===== config.mk =====
export PLATFORM = sky130hd
export DESIGN_NAME = noc_pkt_tx_flat
export DESIGN_NICKNAME = d
export VERILOG_FILES = /design/src/rtl/noc_pkt_tx_if.sv /design/src/rtl/noc_pkt_tx.sv /design/src/flat_wrapper.sv
export SDC_FILE = /design/constraint.sdc
export NUM_CORES = 1
export LEC_CHECK = 0
export CORE_MARGIN = 3
export CORE_UTILIZATION = 40
export CTS_CLUSTER_DIAMETER = 80
export DETAILED_ROUTE_END_ITERATION = 12
export DONT_BUFFER_PORTS = 1
export PLACE_DENSITY = 0.55
export REMOVE_ABC_BUFFERS = 1
export SLEW_MARGIN = 40
export SYNTH_ARGS = -nofsm -noshare
export SYNTH_HDL_FRONTEND = slang
export SYNTH_SLANG_ARGS = --single-unit

===== constraint.sdc =====
create_clock -name clk -period 8.3 [get_ports clk]
set_input_delay 2.49 -clock clk [delete_from_list [all_inputs] [get_ports clk]]
set_output_delay 2.49 -clock clk [all_outputs]
set_load 0.02 [all_outputs]

===== src/rtl/noc_pkt_tx_if.sv =====
// Link-side bundle for noc_pkt_tx: request, payload and symbol channels.
// master = initiator/link side, slave = packet transmitter.
interface noc_pkt_tx_if #(
   parameter int unsigned ADDR_BYTES = 8
) ();
   logic                    req_valid;
   logic                    req_ready;
   logic [2:0]              req_op;
   logic [7:0]              req_src;
   logic [2:0]              req_alen;
   logic [8*ADDR_BYTES-1:0] req_addr;
   logic [2:0]              req_size;
   logic [7:0]              pl_data;
   logic                    pl_valid;
   logic                    pl_ready;
   logic [8:0]              tx_sym;
   logic                    tx_valid;
   logic                    tx_ready;

   modport master (
      output req_valid, req_op, req_src, req_alen, req_addr, req_size,
      output pl_data, pl_valid, tx_ready,
      input  req_ready, pl_ready, tx_sym, tx_valid
   );

   modport slave (
      input  req_valid, req_op, req_src, req_alen, req_addr, req_size,
      input  pl_data, pl_valid, tx_ready,
      output req_ready, pl_ready, tx_sym, tx_valid
   );
endinterface


===== src/rtl/noc_pkt_tx.sv =====
// Serialises one request into a 9-bit NoC packet:
// CMD, SRC, ADDR bytes, LEN, payload, CRC-8, END.
module noc_pkt_tx #(
   parameter logic [7:0]  CRC_POLY   = 8'h07,
   parameter logic [7:0]  CRC_INIT   = 8'h00,
   parameter int unsigned ADDR_BYTES = 8
) (
   input  logic          clk,
   input  logic          rst,
   noc_pkt_tx_if.slave   link,
   output logic          busy,
   output logic          err_op
);

   typedef enum logic [2:0] {
      ST_IDLE, ST_CMD, ST_SRC, ST_ADDR, ST_LEN, ST_DATA, ST_CRC, ST_END
   } state_t;

   localparam logic [2:0] ALEN_MAX = 3'(ADDR_BYTES - 1);

   state_t                  state_q, state_n;
   logic [2:0]              op_q;
   logic [7:0]              src_q;
   logic [2:0]              alen_q;
   logic [8*ADDR_BYTES-1:0] addr_q, addr_n;
   logic [2:0]              size_q;
   logic [7:0]              crc_q, crc_n;
   logic [2:0]              k_q;
   logic [3:0]              dcnt_q;
   logic [8:0]              sym_q, sym_n;
   logic                    err_q;

   logic                    tx_valid;
   logic [8:0]              tx_sym;
   logic                    hs;
   logic                    accept;
   logic                    legal;
   logic                    has_data;
   logic [2:0]              alen_clip;

   function automatic logic [7:0] crc8_step(input logic [7:0] crc, input logic [7:0] data);
      logic [7:0] c;
      c = crc ^ data;
      for (int unsigned i = 0; i < 8; i++) begin
         c = c[7] ? ((c << 1) ^ CRC_POLY) : (c << 1);
      end
      return c;
   endfunction

   function automatic logic [3:0] pl_bytes(input logic [2:0] size);
      logic [3:0] n;
      case (size)
         3'd0:    n = 4'd1;
         3'd1:    n = 4'd2;
         3'd2:    n = 4'd3;
         3'd3:    n = 4'd4;
         3'd4:    n = 4'd5;
         3'd5:    n = 4'd7;
         3'd6:    n = 4'd8;
         default: n = 4'd12;
      endcase
      return n;
   endfunction

   assign alen_clip = (32'(link.req_alen) >= ADDR_BYTES) ? ALEN_MAX : link.req_alen;
   assign legal     = !(link.req_op == 3'b000 || link.req_op == 3'b101 || link.req_op == 3'b111);
   assign has_data  = (op_q == 3'b010) || (op_q == 3'b011) || (op_q == 3'b110);

   always_ff @(posedge clk) begin
      if (rst) begin
         state_q <= ST_IDLE;
      end else begin
         state_q <= state_n;
      end
   end

   always_comb begin
      state_n  = state_q;
      sym_n    = sym_q;
      accept   = (state_q == ST_IDLE) && link.req_valid;
      // DATA forwards the payload stream straight onto the link
      tx_valid = (state_q == ST_DATA) ? link.pl_valid : (state_q != ST_IDLE);
      tx_sym   = (state_q == ST_DATA) ? {1'b0, link.pl_data} : sym_q;
      hs       = tx_valid && link.tx_ready;

      crc_n = crc_q;
      if (hs && (state_q == ST_SRC || state_q == ST_ADDR ||
                 state_q == ST_LEN || state_q == ST_DATA)) begin
         crc_n = crc8_step(crc_q, tx_sym[7:0]);
      end

      addr_n = addr_q;
      if (hs && state_q == ST_ADDR) begin
         addr_n = addr_q >> 8;
      end

      case (state_q)
         ST_IDLE: if (accept && legal) state_n = ST_CMD;
         ST_CMD:  if (hs) state_n = ST_SRC;
         ST_SRC:  if (hs) state_n = ST_ADDR;
         ST_ADDR: if (hs && k_q == alen_q) state_n = ST_LEN;
         ST_LEN:  if (hs) state_n = has_data ? ST_DATA : ST_CRC;
         ST_DATA: if (hs && dcnt_q == (pl_bytes(size_q) - 4'd1)) state_n = ST_CRC;
         ST_CRC:  if (hs) state_n = ST_END;
         ST_END:  if (hs) state_n = ST_IDLE;
         default: state_n = ST_IDLE;
      endcase

      // Symbol for the state being entered, so tx_sym leaves a flop and holds during stalls
      case (state_n)
         ST_IDLE: sym_n = 9'h100;
         ST_CMD:  sym_n = (state_q == ST_IDLE) ? {1'b1, link.req_op, alen_clip, 2'b00} : sym_q;
         ST_SRC:  sym_n = {1'b0, src_q};
         ST_ADDR: sym_n = {1'b0, addr_n[7:0]};
         ST_LEN:  sym_n = {1'b0, 5'b0, size_q};
         ST_DATA: sym_n = 9'h100;
         ST_CRC:  sym_n = {1'b0, crc_n};
         ST_END:  sym_n = 9'h1E0;
         default: sym_n = 9'h100;
      endcase
   end

   always_ff @(posedge clk) begin
      if (rst) begin
         op_q   <= '0;
         src_q  <= '0;
         alen_q <= '0;
         addr_q <= '0;
         size_q <= '0;
         crc_q  <= CRC_INIT;
         k_q    <= '0;
         dcnt_q <= '0;
         sym_q  <= 9'h100;
         err_q  <= 1'b0;
      end else begin
         err_q <= accept && !legal;
         sym_q <= sym_n;
         if (accept) begin
            op_q   <= link.req_op;
            src_q  <= link.req_src;
            alen_q <= alen_clip;
            addr_q <= link.req_addr;
            size_q <= link.req_size;
            crc_q  <= CRC_INIT;
            k_q    <= '0;
            dcnt_q <= '0;
         end else begin
            crc_q  <= crc_n;
            addr_q <= addr_n;
            if (hs && state_q == ST_ADDR) k_q <= k_q + 3'd1;
            if (hs && state_q == ST_DATA) dcnt_q <= dcnt_q + 4'd1;
         end
      end
   end

   assign link.req_ready = (state_q == ST_IDLE);
   assign link.pl_ready  = (state_q == ST_DATA) && link.tx_ready;
   assign link.tx_valid  = tx_valid;
   assign link.tx_sym    = tx_sym;
   assign busy           = (state_q != ST_IDLE);
   assign err_op         = err_q;

endmodule

===== src/flat_wrapper.sv =====
// flat-port wrapper written by rule: the top's interface ports become plain ports
module noc_pkt_tx_flat 
#(
   parameter logic [7:0]  CRC_POLY   = 8'h07,
   parameter logic [7:0]  CRC_INIT   = 8'h00,
   parameter int unsigned ADDR_BYTES = 8
)
  (clk, rst, busy, err_op, link_req_valid, link_req_op, link_req_src, link_req_alen, link_req_addr, link_req_size, link_pl_data, link_pl_valid, link_tx_ready, link_req_ready, link_pl_ready, link_tx_sym, link_tx_valid);
  noc_pkt_tx_if #(.ADDR_BYTES(ADDR_BYTES)) link_i ();
  input  logic clk;
  input  logic rst;
  output logic busy;
  output logic err_op;
  input wire logic [$bits(link_i.req_valid)-1:0] link_req_valid;
  input wire logic [$bits(link_i.req_op)-1:0] link_req_op;
  input wire logic [$bits(link_i.req_src)-1:0] link_req_src;
  input wire logic [$bits(link_i.req_alen)-1:0] link_req_alen;
  input wire logic [$bits(link_i.req_addr)-1:0] link_req_addr;
  input wire logic [$bits(link_i.req_size)-1:0] link_req_size;
  input wire logic [$bits(link_i.pl_data)-1:0] link_pl_data;
  input wire logic [$bits(link_i.pl_valid)-1:0] link_pl_valid;
  input wire logic [$bits(link_i.tx_ready)-1:0] link_tx_ready;
  output wire logic [$bits(link_i.req_ready)-1:0] link_req_ready;
  output wire logic [$bits(link_i.pl_ready)-1:0] link_pl_ready;
  output wire logic [$bits(link_i.tx_sym)-1:0] link_tx_sym;
  output wire logic [$bits(link_i.tx_valid)-1:0] link_tx_valid;
  assign link_i.req_valid = link_req_valid;
  assign link_i.req_op = link_req_op;
  assign link_i.req_src = link_req_src;
  assign link_i.req_alen = link_req_alen;
  assign link_i.req_addr = link_req_addr;
  assign link_i.req_size = link_req_size;
  assign link_i.pl_data = link_pl_data;
  assign link_i.pl_valid = link_pl_valid;
  assign link_i.tx_ready = link_tx_ready;
  assign link_req_ready = link_i.req_ready;
  assign link_pl_ready = link_i.pl_ready;
  assign link_tx_sym = link_i.tx_sym;
  assign link_tx_valid = link_i.tx_valid;
  noc_pkt_tx #(.CRC_POLY(CRC_POLY), .CRC_INIT(CRC_INIT), .ADDR_BYTES(ADDR_BYTES)) u_core (.clk(clk), .rst(rst), .link(link_i), .busy(busy), .err_op(err_op));
endmodule

**Yosys cells after proc, flatten, opt, wreduce, memory -nomap -nowiden**

Cells that the tools add are included.

- Add/subtract/negate cells: 3
- Multiply operators: 0
- Div/mod/pow operators: 0
- $lt $le $gt $ge: 0
- Equal/unequal tests: 28
- Shift operators: 0
- Mux-type cells: 27
- Bitwise operators: 9
- Reduce and logical (&&, ||, !) cells: 26

Operators by type and width:

| kind | number |
|---|---|
| 64-bit 2-to-1 mux | 2 |
| 9-bit one-hot mux with 7 select lines | 1 |
| 3-bit 2-to-1 mux | 16 |
| 3-bit equality test, second input constant | 14 |
| 4-bit one-hot mux with 7 select lines | 1 |
| 3-bit by 2-bit equality test with 1-bit output, second input constant | 8 |
| 3-bit NOT | 8 |
| 3-bit one-hot mux with 8 select lines | 1 |
| 9-bit 2-to-1 mux | 2 |
| 3-bit zero test | 4 |
| 1-bit logical AND | 10 |
| 3-bit by 1-bit equality test with 1-bit output, second input constant | 3 |
| 8-bit 2-to-1 mux | 1 |
| 8-bit bitwise XOR | 1 |
| 1-bit logical OR | 7 |
| 4-bit by 1-bit adder with 4-bit output, second input constant | 1 |
| 4-bit equality test | 1 |
| 4-bit 2-to-1 mux | 1 |
| 2-bit OR reduction | 2 |
| 4-bit by 1-bit subtractor with 4-bit output, second input constant | 1 |
| 3-bit by 1-bit adder with 3-bit output, second input constant | 1 |
| 3-bit equality test | 1 |
| 3-bit nonzero test | 1 |
| 2-bit 2-to-1 mux | 1 |
| 4 further kinds | 4 |

- Flip-flop bits (word level): 109
- Latch bits: 0
- Memory bits (writable): 0
- Memory bits (read-only): 0
- Bits of input ports: 94
- Output and inout bits: 14
- Word-level logic and storage cells: 105
- Memories kept: 0

**Longest topological paths before layout**

- Depth after elaboration: 21
- Mapped depth: 12
- Depth with buffers taken out: 12

**Worst setup path before layout**

OpenSTA, ideal clock, no wires.

- Path kind: input to output
- Start point: in link_tx_ready
- End point: out link_pl_ready
- Arrival: 3146 ps
- Data required time: 5810 ps
- Path slack: 2664 ps
- Stages on the path: 3
- Path buffers: 1
- Cell sequence: clkbuf_1 -> inv_1 -> nor2_1

- Longest elaborated chain between the ends: 1

RTL lines:

| element | line | source |
|---|---|---|
| start: declaration | flat_wrapper.sv:22 | `input wire logic [$bits(link_i.tx_ready)-1:0] link_tx_ready;` |
| 1-bit logical AND | noc_pkt_tx.sv:157 | `assign link.pl_ready = (state_q == ST_DATA) && link.tx_ready;` |
| end: declaration | flat_wrapper.sv:24 | `output wire logic [$bits(link_i.pl_ready)-1:0] link_pl_ready;` |

Every way passes these cells.

**Worst setup path in the final report**

- Start point: in link_pl_data[1]
- End point: out link_tx_sym[1]

- Longest elaborated chain between the ends: 1

RTL lines:

| element | line | source |
|---|---|---|
| start: declaration | flat_wrapper.sv:20 | `input wire logic [$bits(link_i.pl_data)-1:0] link_pl_data;` |
| 9-bit 2-to-1 mux | noc_pkt_tx.sv:83 | `tx_sym = (state_q == ST_DATA) ? {1'b0, link.pl_data} : sym_q;` |
| end: declaration | flat_wrapper.sv:25 | `output wire logic [$bits(link_i.tx_sym)-1:0] link_tx_sym;` |

Every way passes these cells.

==> impl_table.tex <==
\begin{tabular}{lr}
\hline
Metric & Value \\
\hline
\multicolumn{2}{l}{\textbf{Pwr}} \\
\quad Leakage component of the power & approximately 0.0021 µW \\
\quad Power Dens Cells & 233 nW/µm² \\
\quad Max IR drop VDD & 0.103 mV \\
\multicolumn{2}{l}{\textbf{CTS}} \\
\quad H-Tree Depth & 3 \\
\quad \# hold bufs at CTS & 0 \\
\quad CTS tree & done \\
\quad Worst skew pair latency & 0.34 ns \\
\quad Buffers inserted by post-CTS timing repair & 0 \\
\quad Clock input transition at the sequential cells of the worst setup and hold paths & about 0.070 ns \\
\quad CTS buffer count & 9 \\
\quad Worst-case clock buffer depth & 2 \\
\quad Post-CTS Resized & 0 \\
\quad Number of sinks on the clock net & 109 \\
\quad Root cell of the clock tree & sky130\_fd\_sc\_hd\_\_clkbuf\_16 \\
\multicolumn{2}{l}{\textbf{STA}} \\
\quad Fin worst setup slack & 2.82 ns \\
\quad Worst hold slack & 0.452 ns \\
\quad Total count of hold-check failures in the final report & 0 \\
\quad Setup repair after global routing missed its margin & no \\
\quad Maximum frequency from static timing analysis & 183 MHz \\
\quad Slew Limit Fails & 0 \\
\quad Final worst path period share & 0.660 \\
\quad Rel. slew slack & 0.530 \\
\quad Slew at the pin closest to its max-slew limit & 0.705 ns \\
\quad Aggregate negative setup slack & 0 ns \\
\quad Total of endpoints with negative setup slack in the final report & 0 \\
\quad Worst Clk Skew & a little over 0.007 ns \\
\quad Min cycle time layout & 5.48 ns \\
\multicolumn{2}{l}{\textbf{Synth}} \\
\quad Adder-cell share of the synthesized area & 0.00696 \\
\quad Area fraction in compound gates after synthesis & 0.191 \\
\quad Post-Syn Area per Cell & between 7 and 8 µm² \\
\quad Portion of synthesized cell area occupied by the leading cell type & 0.404 \\
\quad Top post-synthesis cells by count & sky130\_fd\_sc\_hd\_\_nand2\_1, sky130\_fd\_sc\_hd\_\_dfxtp\_1, sky130\_fd\_sc\_hd\_\_nor2\_1, sky130\_fd\_sc\_hd\_\_a311oi\_1, sky130\_fd\_sc\_hd\_\_a21oi\_1 \\
\quad Multiplexer share of the synthesized area & 0.0264 \\
\quad Most area-hungry cell type in the Yosys netlist & sky130\_fd\_sc\_hd\_\_dfxtp\_1 \\
\quad Count leader, synth & sky130\_fd\_sc\_hd\_\_nand2\_1 \\
\quad Number of flops mapped to enable cells by yosys & 0 \\
\quad Cell count after synthesis & between 600 and 700 \\
\quad Share of flip-flops with an asynchronous set or reset after synthesis & 0 \\
\quad Unique masters post-synth & 65 \\
\quad Combinational family with the most area after synthesis & simple AND/OR/NAND/NOR gates \\
\quad Total standard cell area after synthesis & 5400 µm² \\
\quad Synthesized-area fraction occupied by xor and xnor cells & 0.0772 \\
\quad Fraction of the mapped netlist area in simple logic gates & 0.243 \\
\quad \#FFs+latches synth & 109 \\
\quad Post-synth top flop & sky130\_fd\_sc\_hd\_\_dfxtp\_1 \\
\quad Biggest area contributors in the synthesized netlist & sky130\_fd\_sc\_hd\_\_dfxtp\_1, sky130\_fd\_sc\_hd\_\_nand2\_1, sky130\_fd\_sc\_hd\_\_a311oi\_1 \\
\quad Sequential share of the synthesized area & 0.404 \\
\quad Count of warnings emitted by yosys & 0 \\
\multicolumn{2}{l}{\textbf{Routing}} \\
\quad Routed via count divided by cell count & 5.45 \\
\quad Vias after detailed routing & 4527 \\
\quad Drt first-iter violations & 289 \\
\quad Sum of routed wire length over all layers & between 10000 and 15000 µm \\
\quad Routed length per instance & between 15 and 20 µm \\
\quad DRT Pass-1 Iters & 5 \\
\quad DRC Markers & 0 \\
\quad Antenna Nets Post-Route & 0 \\
\multicolumn{2}{l}{\textbf{GRT}} \\
\quad Global-route usage over all layers & 0.175 \\
\quad Leftover overflow at the end of global routing & 0 \\
\quad Number of global-route vias before repair & between 4000 and 5000 \\
\quad Antenna violations before repair & 0 \\
\quad Largest net degree at the start of global routing & just over 90 \\
\quad Global-route wire length before repair & 20800 µm \\
\multicolumn{2}{l}{\textbf{Place}} \\
\quad Pre-CTS setup slack & 2.82 ns \\
\quad Post-detailed-placement half-perimeter wirelength & 8940 µm \\
\quad Final estimated routing congestion in global placement & between 0.8 and 0.9 \\
\quad Number of port buffers & 0 \\
\quad Placed cell areas & 5450 µm² \\
\multicolumn{2}{l}{\textbf{Finish}} \\
\quad \# fillers & 1325 \\
\quad Number of antenna repair diodes & 0 \\
\quad Multi-input combinational cell area & 2960 µm² \\
\quad Layout overhead on the synthesized area & 7.12\% \\
\quad Finished Cell Area & 5780 µm² \\
\quad Register area & $\sim$2200 µm² \\
\quad Final-stage net count & 752 \\
\quad Fraction of layout instances using a drive strength above 1 & 0.0698 \\
\multicolumn{2}{l}{\textbf{Floorplan}} \\
\quad Horizontal extent of the die & 122 µm \\
\quad Effective utilization at floorplan & 0.417 \\
\quad Core Footprint & 12900 µm² \\
\quad Die area & between 10000 and 15000 µm² \\
\quad Vert. Die Dim & about 120 µm \\
\quad \# IOs & 108 \\
\quad Number of standard-cell rows in the floorplan & between 40 and 50 \\
\multicolumn{2}{l}{\textbf{Setup path}} \\
\quad Startpoint type of the worst setup path & input port \\
\quad Critical Path AT & approximately 3 ns \\
\quad Req. time, crit path & 5.81 ns \\
\quad WP buf/inv & 1 \\
\quad Longest individual stage delay on the worst path & 0.30 ns \\
\quad Largest delay share family, worst path & multiplexers \\
\quad Setup Crit Path Kind & input port to output port \\
\quad Critical-path top delay cell & sky130\_fd\_sc\_hd\_\_mux2i\_1 \\
\quad Maximum fanout count along the critical path & 3 \\
\quad Crit end category & output port \\
\quad CP Cell Sequence & mux2i\_1 > inv\_1 \\
\multicolumn{2}{l}{\textbf{Worst hold path}} \\
\quad Path category of the worst min-delay check & flip-flop to flip-flop \\
\multicolumn{2}{l}{\textbf{Job}} \\
\quad Maxcap violations & 0 \\
\multicolumn{2}{l}{\textbf{Run status}} \\
\quad Result of the run & finished clean \\
\hline
\end{tabular}
==> cell type report <==
type,instances,share of cell area
clock buffers,12,0.0461
clock inverters,3,0.0117
inverters,15,0.00974
multi-input cells,516,0.513
flip-flops and latches,109,0.377
well taps,172,0.0372
repair buffers,4,0.00519
==> stage by stage <==
| stage | total power [µW] | utilization | std cells |
|---|---|---|---|
| 4_1_cts | 1360 | 0.447 | 831 |
| 3_5_place_dp | 884 | 0.421 | 816 |
| 2_1_floorplan | 825 | - | 640 |
| 5_1_grt | 1420 | 0.447 | 831 |
| 3_3_place_gp | 875 | 0.420 | 816 |
| 6_report | 1350 | 0.447 | 831 |
==> worst register-to-register path, stage by stage (launching register included) <==
cell and delay [ns]:
sky130_fd_sc_hd__dfxtp_1 0.45, sky130_fd_sc_hd__inv_1 0.11, sky130_fd_sc_hd__nor3_1 0.17, sky130_fd_sc_hd__a21oi_1 0.07
sky130_fd_sc_hd__ha_1 0.23, sky130_fd_sc_hd__xor2_2 0.18, sky130_fd_sc_hd__o31ai_1 0.28, sky130_fd_sc_hd__a21oi_2 0.10
sky130_fd_sc_hd__o41ai_4 0.64, sky130_fd_sc_hd__a211oi_2 0.16, sky130_fd_sc_hd__a31oi_2 0.26, sky130_fd_sc_hd__o211ai_1 0.12
sky130_fd_sc_hd__and3_1 0.18
==> layer usage <==
| layer | vias up | track usage | part of all wire |
|---|---|---|---|
| met3 | 15 | 0.0501 | 0.071 |
| met2 | 119 | 0.262 | 0.45 |
| met4 | 0 | 0.0686 | 0.018 |
| li1 | 2301 | - | - |
| met1 | 2092 | 0.238 | 0.46 |
| met5 | - | 0 | 0 |
==> cell usage in the layout, fill, tap and decap left out, types with 4 or more instances in the layout <==
| cell | n |
|---|---|
| sky130_fd_sc_hd__a21oi_1 | 47 |
| sky130_fd_sc_hd__a311oi_1 | 49 |
| sky130_fd_sc_hd__buf_4 | 4 |
| sky130_fd_sc_hd__clkbuf_16 | 9 |
| sky130_fd_sc_hd__dfxtp_1 | 109 |
| sky130_fd_sc_hd__inv_1 | 13 |
| sky130_fd_sc_hd__mux2i_1 | 9 |
| sky130_fd_sc_hd__nand2_1 | 200 |
| sky130_fd_sc_hd__nand3_1 | 16 |
| sky130_fd_sc_hd__nor2_1 | 78 |
| sky130_fd_sc_hd__nor3_1 | 6 |
| sky130_fd_sc_hd__o211ai_1 | 4 |
| sky130_fd_sc_hd__o21ai_0 | 4 |
| sky130_fd_sc_hd__xnor2_1 | 20 |
| sky130_fd_sc_hd__xor2_1 | 15 |
==> state kept, by name, indices dropped and copies added (netlist names) <==
name,cells
u_core.src_q,8
u_core.dcnt_q,4
u_core.addr_q,64
u_core.size_q,3
u_core.op_q,3
u_core.k_q,3
u_core.alen_q,3
u_core.err_op,1
u_core.sym_q,9
u_core.state_q,3
u_core.crc_q,8
==> logic make-up after synthesis <==
kind of cell,after synthesis
AO/OA/AOI/OAI,136
XOR/XNOR,41
adder cells (fa/ha/maj),3
buffers and inverters,66
flip-flops,109
multiplexers,13
AND/OR/NAND/NOR,323
==> path summary, 6_finish.rpt <==
path | start | to | slack (ns) | cells past startpoint
max reg2reg | u_core.size_q[1] | u_core.sym_q[6] | 5.25 | 12
min reg2reg | u_core.op_q[0] | u_core.op_q[0] | 0.45 | 2
max | link_pl_data[1] | link_tx_sym[1] | 2.82 | 2
min | u_core.op_q[0] | u_core.op_q[0] | 0.45 | 2
==> where the power goes <==
part           switching (µW)  internal, µW  leakage, µW
Combinational             158          98.4      0.00108
Sequential               36.4           578     0.000896
Clock                     187           288     0.000161
(Power assumes the default switching activity.)
